===== config.mk =====
export PLATFORM = sky130hd
export DESIGN_NAME = multiplier_scheduler
export DESIGN_NICKNAME = d
export VERILOG_FILES = /design/src/rtl/multiplier_scheduler.sv
export SDC_FILE = /design/constraint.sdc
export NUM_CORES = 1
export LEC_CHECK = 0
export ABC_AREA = 1
export CAP_MARGIN = 20
export CELL_PAD_IN_SITES_DETAIL_PLACEMENT = 1
export CELL_PAD_IN_SITES_GLOBAL_PLACEMENT = 1
export CORE_MARGIN = 10
export CORE_UTILIZATION = 40
export DETAILED_ROUTE_END_ITERATION = 8
export MAX_ROUTING_LAYER = met4
export PLACE_DENSITY = 0.89
export SETUP_SLACK_MARGIN = 0.1
export SLEW_MARGIN = 20
export SYNTH_ARGS = -nofsm -noshare
export SYNTH_HDL_FRONTEND = slang
export SYNTH_SLANG_ARGS = --single-unit

===== constraint.sdc =====
create_clock -name clock -period 7.3 [get_ports clock]
set_input_delay 1.095 -clock clock [delete_from_list [all_inputs] [get_ports clock]]
set_output_delay 1.095 -clock clock [all_outputs]
set_load 0.03 [all_outputs]

===== src/rtl/multiplier_scheduler.sv =====
// Round-robin scheduler sharing one signed Baugh-Wooley multiplier among several clients.
// Two registered stages (operands, product) with valid/ready backpressure on the result.

module multiplier #(
    parameter int width = 8
) (
    input  logic [width-1:0]   a,
    input  logic [width-1:0]   b,
    output logic [2*width-1:0] p
);
    localparam int prod_w = 2 * width;

    logic [prod_w-1:0] acc;
    logic [prod_w-1:0] term;
    logic              pp;

    // Partial products that pair exactly one sign bit with a magnitude bit are inverted;
    // the constant 2^width + 2^(2*width-1) absorbs the resulting offset.
    always_comb begin
        acc  = '0;
        term = '0;
        pp   = 1'b0;
        for (int i = 0; i < width; i++) begin
            for (int j = 0; j < width; j++) begin
                pp = a[i] & b[j];
                if ((i == width - 1) != (j == width - 1)) begin
                    pp = ~pp;
                end
                term        = '0;
                term[i + j] = pp;
                acc         = acc + term;
            end
        end
        term             = '0;
        term[width]      = 1'b1;
        term[prod_w - 1] = 1'b1;
        acc              = acc + term;
        p                = acc;
    end
endmodule

module multiplier_scheduler #(
    parameter int width       = 8,
    parameter int requesters  = 4,
    parameter int index_width = 2
) (
    input  logic                          clock,
    input  logic                          reset_n,
    input  logic [requesters-1:0]         request,
    input  logic [requesters*width-1:0]   operand0,
    input  logic [requesters*width-1:0]   operand1,
    output logic [requesters-1:0]         grant,
    output logic                          result_valid,
    output logic [2*width-1:0]            result,
    output logic [index_width-1:0]        result_owner,
    input  logic                          result_ready
);
    if (requesters < 2 || requesters > 16 || (1 << index_width) < requesters) begin : g_bad_params
        $error("multiplier_scheduler: requesters must be 2..16 and fit in index_width");
    end

    logic                   s1_valid_q, s1_valid_d;
    logic [width-1:0]       s1_op0_q, s1_op0_d;
    logic [width-1:0]       s1_op1_q, s1_op1_d;
    logic [index_width-1:0] s1_owner_q, s1_owner_d;
    logic                   s2_valid_q, s2_valid_d;
    logic [2*width-1:0]     s2_prod_q, s2_prod_d;
    logic [index_width-1:0] s2_owner_q, s2_owner_d;
    logic [index_width-1:0] ptr_q, ptr_d;

    logic                   stage2_advance;
    logic                   stage1_advance;
    logic                   accept;
    logic                   found;
    logic [index_width-1:0] sel;
    logic [2*width-1:0]     mult_p;

    multiplier #(.width(width)) u_multiplier (
        .a (s1_op0_q),
        .b (s1_op1_q),
        .p (mult_p)
    );

    assign stage2_advance = !s2_valid_q || result_ready;
    assign stage1_advance = !s1_valid_q || stage2_advance;
    assign accept         = stage1_advance && (|request);

    // Search begins just after the last granted client so every client gets a turn.
    always_comb begin
        found = 1'b0;
        sel   = '0;
        for (int k = 1; k <= requesters; k++) begin
            if (!found && request[(int'(ptr_q) + k) % requesters]) begin
                found = 1'b1;
                sel   = index_width'((int'(ptr_q) + k) % requesters);
            end
        end
    end

    always_comb begin
        grant = '0;
        if (reset_n && stage1_advance && found) begin
            grant[sel] = 1'b1;
        end
    end

    always_comb begin
        s1_valid_d = s1_valid_q;
        s1_op0_d   = s1_op0_q;
        s1_op1_d   = s1_op1_q;
        s1_owner_d = s1_owner_q;
        ptr_d      = ptr_q;
        s2_valid_d = s2_valid_q;
        s2_prod_d  = s2_prod_q;
        s2_owner_d = s2_owner_q;
        if (stage1_advance) begin
            s1_valid_d = accept;
            if (accept) begin
                s1_op0_d   = operand0[int'(sel) * width +: width];
                s1_op1_d   = operand1[int'(sel) * width +: width];
                s1_owner_d = sel;
                ptr_d      = sel;
            end
        end
        if (stage2_advance) begin
            s2_valid_d = s1_valid_q;
            s2_prod_d  = mult_p;
            s2_owner_d = s1_owner_q;
        end
    end

    always_ff @(posedge clock or negedge reset_n) begin
        if (!reset_n) begin
            s1_valid_q <= 1'b0;
            s1_op0_q   <= '0;
            s1_op1_q   <= '0;
            s1_owner_q <= '0;
            s2_valid_q <= 1'b0;
            s2_prod_q  <= '0;
            s2_owner_q <= '0;
            ptr_q      <= index_width'(requesters - 1);
        end else begin
            s1_valid_q <= s1_valid_d;
            s1_op0_q   <= s1_op0_d;
            s1_op1_q   <= s1_op1_d;
            s1_owner_q <= s1_owner_d;
            s2_valid_q <= s2_valid_d;
            s2_prod_q  <= s2_prod_d;
            s2_owner_q <= s2_owner_d;
            ptr_q      <= ptr_d;
        end
    end

    assign result_valid = s2_valid_q;
    assign result       = s2_prod_q;
    assign result_owner = s2_owner_q;
endmodule


==> results.py, run 1 <==
metrics = {
    "timing": {
        "rsz0062_at_grt": "false",
        "fin_setup_tns_ns": 0,
        "hold_viol_final": 0,
        "setup_viol_count_final": 0,
        "final_max_slew_viol_count": 0,
        "min_period_ns": 5.066,
        "clock-skew-final_ns": 0.008759,
        "worst_pin_slew_ns": 0.9111,
        "relSlewSlack_pct": 39.26,
        "max_freq_mhz": 197.4,
        "min_period_over_period_pct": 69.39,
    },
    "worst_hold_path": {
        "hold_depth": 1,
        "hold_path_end": "result_valid",
        "hold_start": "s1_valid_q",
        "hold_class": "register to register",
    },
    "placed_design": {
        "io_buffer_count": 93,
        "placed_cell_area_mm2": 0.005472,
        "dp_hpwl_mm": 10.89,
        "gp_congestion": 0.8757,
    },
    "grt": {
        "top_usage_layer": "met2",
        "antenna_found_initial": 0,
        "grt_overflow": 0,
        "grtUsageTotal_pct": 17.83,
        "grt.met2_usage_pct": 30.79,
        "use_met1_pct": 20.69,
        "grtUsageMet3_pct": 4.218,
        "grt_pass1_wl_mm": 23.68,
        "grt_max_degree": 42,
        "grt_pass1_vias": 4928,
    },
    "logic_synthesis": {
        "synth_area_mm2": 0.004612,
        "synth-simple-area-share_pct": 35.57,
        "synth-seq-cells": 40,
        "ys.flop_type": "dfrtp_1",
        "synth_nets": 798,
        "yosysTopAreaCell": "nand2_1",
        "synthMuxAreaShare_pct": 0,
        "syn-instance-count": 658,
        "ys_seq_area_share_pct": 21.76,
        "synthArstFlopShare_pct": 100.0,
        "synth_cell_types": 36,
        "ys_warn_count": 0,
        "synth_edf_count": 0,
        "syn_avg_cell_area_um2": 7.009,
        "synth_adder_area_share_pct": 24.91,
        "synth_top_family_by_area": "simple AND/OR/NAND/NOR gates",
        "synth_area_leaders": "nand2_1 (25%), dfrtp_1 (21%), fa_1 (16%), ha_1 (8.4%), inv_1 (7.0%)",
        "yosys-top-cells-count": "nand2_1 (303), inv_1 (86), nand3_1 (40)",
        "yosys.area_share.xor_xnor_pct": 0.9495,
        "synth_top_area_share_pct": 24.66,
        "yosysMostFrequentCell": "nand2_1",
        "synth-compound-area-share_pct": 3.988,
    },
    "clock_network": {
        "cts_tree": "built",
        "clkSlewWorstSetupHoldPaths_ns": 0.06,
        "cts_buffers": 5,
        "clock_sinks": 40,
        "insertion_delay_ns": 0.29,
        "cts_htree_levels": 2,
        "cts_setup_buffers": 0,
        "ctsHoldBuffers": 0,
        "cts_resized": 0,
        "cts_root_buffer": "clkbuf_16",
        "cts_buffer_depth": 2,
    },
    "setup_path": {
        "startpoint": "request[1]",
        "worst-setup-path-type": "input pin to output pin",
        "critPathCaptureType": "output pin",
        "reg2regPathDepth": 17,
        "r2r_setup_slack_ns": 2.77,
        "required_ns": 6.20,
        "worst_setup_path_start_kind": "input pin",
        "cp.arrival_ns": 3.97,
        "critPathMaxFanout": 36,
        "r2r-end": "result[12]",
        "r2r_start": "s1_op1_q[2]",
    },
    "flow_run": {
        "max_cap_viol_count": 0,
    },
    "cells_and_area": {
        "stdcell_area_mm2": 0.005639,
        "seqCellArea_mm2": 0.001003,
        "multi_input_area_mm2": 0.003017,
        "fin_util_pct": 49.60,
        "nets": 864,
        "fill_cells": 1461,
        "drive_gt1_share_pct": 6.069,
        "antennaDiodeCount": 0,
        "syn2layout_area_growth_pct": 22.27,
    },
    "die": {
        "start_util_pct": 40.56,
        "die_y_um": 127.4,
        "fp-row-count": 39,
        "core_mm2": 0.01137,
        "die_area_mm2": 0.01622,
        "io_pins": 94,
        "die_w_um": 127.4,
    },
    "routing": {
        "drt_pass1_iterations": 4,
        "wl_mm": 13.85,
        "drt_iter0_drc": 142,
        "via_count": 4334,
        "antenna_left": 0,
        "drcViolationCount": 0,
        "vias_per_cell": 4.993,
        "drt-wirelength-per-cell_um": 15.95,
    },
    "run_status": {
        "status": "complete, no violations",
    },
}
worst max-delay path by stage:
stage,endpoint,cells after the start
final,grant[3],10
after global routing,grant[1],10
after CTS,grant[3],10
after detailed placement,grant[3],10
after global placement,grant[3],10
after floorplan,result[12],18
final cells by class:
type                            instances  area share, %
Clock inverter                          3         0.7544
Tap cell                              143          3.173
Sequential cell                        40          17.79
Clock buffer                            5          2.219
Multi-Input combinational cell        494          53.49
Inverter                               89          6.013
Timing Repair Buffer                   94          16.55
per-stage QoR:
step / std cells / hold slack [ns] / setup slack (ns)
4_1_cts: 868 / 0.4691 / 2.181
3_3_place_gp: 860 / 0.4507 / 2.314
5_1_grt: 868 / 0.5075 / 1.948
6_report: 868 / 0.4701 / 2.234
2_1_floorplan: 658 / 0.4400 / 3.137
3_5_place_dp: 860 / 0.4595 / 2.229
logic make-up after synthesis:
family,after synthesis
fa+ha+maj,69
buf+inv,124
flops,40
xor+xnor,5
compound gates,30
simple gates,390
routing by layer:
metal / wire length [µm] / part of all wire (%)
met1: 6092 / 44
met2: 6767 / 49
met3: 801 / 5.8
met4: 184 / 1.3
met5: 0 / 0
placed cells by master, fill, tap and decap left out, types with 2 or more instances in the layout:
cell             count
nand3_1             40
inv_2                2
clkdlybuf4s50_1     92
nand2_4              3
clkbuf_16            5
dfstp_2              2
xor2_1               4
ha_1                31
nand4_1              3
inv_1               86
dfrtp_1             38
fa_1                38
a31oi_1              2
a21oi_1              5
nand2_1            303
nor2_1              12
nand2_2             17
nand3_2              3
o21ai_0             15
nor3_1               6
worst max-delay path, stage by stage:
cell	delay, ns
clkdlybuf4s50_1	0.52
nand2_1	0.10
nand3_2	0.11
nand2_1	0.11
nand2_2	0.12
nand4_4	0.38
nand2_4	0.50
inv_1	0.11
nor3_1	0.19
clkdlybuf4s50_1	0.70
state kept, by name, summed over array words and instances, names as in the netlist:
signal / cells
s1_op1_q: 8
s1_op0_q: 8
s1_owner_q: 2
result_owner: 2
result: 16
result_valid: 1
s1_valid_q: 1
ptr_q: 2
Power of run 1 is not shown: default switching activity piles up to over one toggle a cycle in this logic, so the estimate is an artifact.
==> inputs of run 2 (changes only) <==
--- a/config.mk
+++ b/config.mk
@@ -10,10 +10,10 @@
 export CELL_PAD_IN_SITES_DETAIL_PLACEMENT = 1
 export CELL_PAD_IN_SITES_GLOBAL_PLACEMENT = 1
 export CORE_MARGIN = 10
-export CORE_UTILIZATION = 40
+export CORE_UTILIZATION = 38
 export DETAILED_ROUTE_END_ITERATION = 8
 export MAX_ROUTING_LAYER = met4
-export PLACE_DENSITY = 0.89
+export PLACE_DENSITY = 0.86
 export SETUP_SLACK_MARGIN = 0.1
 export SLEW_MARGIN = 20
 export SYNTH_ARGS = -nofsm -noshare
==> constraint.sdc (replaced) <==
create_clock -name clock -period 4.7 [get_ports clock]
set_input_delay 0.705 -clock clock [delete_from_list [all_inputs] [get_ports clock]]
set_output_delay 0.705 -clock clock [all_outputs]
set_load 0.03 [all_outputs]
==> run 2 against run 1 <==
Against the previous run: core utilization down 2.0 points; register-to-register slack worse by 2.5 ns; first-iteration DRC count up 1.4%; via count down 0.85%; sequential cell count unchanged; routed wire length down 0.80%; setup slack worse by 1.9 ns; die area up 4.4%; global-route usage down 0.39 points.
==> results.py, run 2 (same netlist as run 1, synthesis figures left out) <==
metrics = {
    "die": {
        "die_w_um": 130.2,
        "io_pins": 94,
        "die_y_um": 130.2,
        "fp-row-count": 40,
        "core_mm2": 0.01196,
        "start_util_pct": 38.56,
        "die_area_mm2": 0.01694,
    },
    "timing": {
        "setup_viol_count_final": 0,
        "clock-skew-final_ns": 0.006917,
        "final_max_slew_viol_count": 0,
        "hold_viol_final": 0,
        "max_freq_mhz": 227.5,
        "relSlewSlack_pct": 55.33,
        "fin_setup_tns_ns": 0,
        "min_period_over_period_pct": 93.52,
        "min_period_ns": 4.395,
        "worst_pin_slew_ns": 0.6685,
        "rsz0062_at_grt": "false",
    },
    "clock_network": {
        "clkSlewWorstSetupHoldPaths_ns": 0.07,
        "insertion_delay_ns": 0.29,
        "cts_buffers": 5,
        "cts_tree": "built",
        "clock_sinks": 40,
        "cts_setup_buffers": 0,
        "cts_buffer_depth": 2,
        "cts_htree_levels": 2,
        "cts_root_buffer": "clkbuf_16",
    },
    "routing": {
        "drt_pass1_iterations": 4,
        "wl_mm": 13.74,
        "drt_iter0_drc": 144,
        "via_count": 4297,
        "antenna_left": 0,
        "drcViolationCount": 0,
        "wl_met3_um": 712,
        "top_layer_used": "met4",
        "wl_met1_mm": 6.077,
        "vias_per_cell": 4.900,
        "dr_wl_met2_mm": 6.765,
        "drt-wirelength-per-cell_um": 15.66,
    },
    "setup_path": {
        "worstPathCellList": "nand2_1 > inv_1 > fa_1 > inv_1 > fa_1 > inv_1 > fa_1 > inv_1 > fa_1 > inv_1 > ha_1 > a21oi_1 > o21ai_1 > a21oi_2 > nor2_1 > nor2_1 > xor2_1 > o21ai_0",
        "cp_common_cell": "inv_1",
        "reg2regPathDepth": 18,
        "worst_setup_path_start_kind": "register",
        "max_stage_delay_ns": 0.55,
        "required_ns": 4.85,
        "worst-setup-path-type": "register to register",
        "critPathMaxFanout": 9,
        "critPathCaptureType": "register",
        "cp.arrival_ns": 4.55,
        "crit_slowest_cell": "fa_1",
    },
    "cells_and_area": {
        "nets": 869,
        "fill_cells": 1566,
        "drive_gt1_share_pct": 7.671,
        "antennaDiodeCount": 0,
        "final_cell_mix": "nand2_1 (303), clkdlybuf4s50_1 (92), inv_1 (86)",
        "layout_commonest_cell": "nand2_1",
        "syn2layout_area_growth_pct": 23.44,
        "largest_reg_flops": 16,
    },
    "grt": {
        "grtUsageTotal_pct": 17.44,
        "grt_max_degree": 41,
        "grt_pass1_vias": 4918,
        "grt_pass1_wl_mm": 23.54,
        "grt_overflow": 0,
        "antenna_found_initial": 0,
    },
    "flow_run": {
        "max_cap_viol_count": 0,
    },
    "placed_design": {
        "gp_congestion": 0.8541,
        "dp_hpwl_mm": 11.53,
        "io_buffer_count": 93,
    },
    "worst_hold_path": {
        "hold_depth": 1,
        "hold_class": "register to register",
    },
    "run_status": {
        "status": "complete, no violations",
    },
}
-- run 2: stage by stage --
stage / hold slack, ns / setup WS (ns) / utilization (%) / instance area [µm²] / instances
after floorplan: 0.4094 / 0.5366 / - / 4612 / 658
after global placement: 0.4573 / 0.4775 / 46.10 / 5514 / 869
after detailed placement: 0.4663 / 0.2791 / 46.10 / 5514 / 869
after CTS: 0.4810 / 0.2368 / 47.50 / 5682 / 877
after global routing: 0.5097 / 0.1055 / 47.59 / 5693 / 877
final: 0.4778 / 0.3047 / 47.59 / 5693 / 877
-- run 2: cell type report --
cell class              instances  area, µm²  area share [%]
clock inverters                 3      42.54          0.7473
flip-flops and latches         40       1011           17.76
clock buffers                   5      125.1           2.198
inverters                      89      339.1           5.956
repair buffers                 99      970.9           17.05
well taps                     147      183.9           3.231
multi-input cells             494       3020           53.06
-- run 2: what timing repair did --
item,CTS,global route
endpoints found under the setup margin,0,2
endpoints found under the hold margin,0,0
hold buffers,0,0
resized for setup,0,8
-- run 2: worst paths after layout --
path	endpoint	slack (ns)	from
worst max-delay path	result[12]	0.30	s1_op0_q[6]
worst max register to register	result[12]	0.30	s1_op0_q[6]
max in group asynchronous	s1_op0_q[4]	3.81	reset_n
min in group asynchronous	result[2]	0.50	reset_n
worst min register to register	result_valid	0.48	s1_valid_q
worst min-delay path	result_valid	0.48	s1_valid_q
-- run 2: per-layer routing --
metal / vias to the layer above / GRT usage (%)
met1: 2031 / 20.20
li1: 2126 / -
met3: 17 / 3.489
met4: 0 / 3.704
met5: - / -
met2: 123 / 30.57
-- run 2: critical path: cells and delay by family, from the launching register on --
| family | cells | cell delay, ns |
|---|---|---|
| AND/OR/NAND/NOR | 3 | 0.31 |
| adder cells (fa/ha/maj) | 5 | 2.46 |
| flip-flops | 1 | 0.48 |
| XOR/XNOR | 1 | 0.16 |
| buffers and inverters | 5 | 0.26 |
| AO/OA/AOI/OAI | 4 | 0.57 |
Power of run 2 is left out for the same reason.
==> inputs of run 3 (changes only) <==
--- a/config.mk
+++ b/config.mk
@@ -6,6 +6,7 @@
 export NUM_CORES = 1
 export LEC_CHECK = 0
 export ABC_AREA = 1
+export ABC_CLOCK_PERIOD_IN_PS = 4700
 export CAP_MARGIN = 20
 export CELL_PAD_IN_SITES_DETAIL_PLACEMENT = 1
 export CELL_PAD_IN_SITES_GLOBAL_PLACEMENT = 1
==> results of run 3 <==
No change in the layout: final DEF, timing and power equal those of run 2.
Power of run 3 is left out for the same reason.
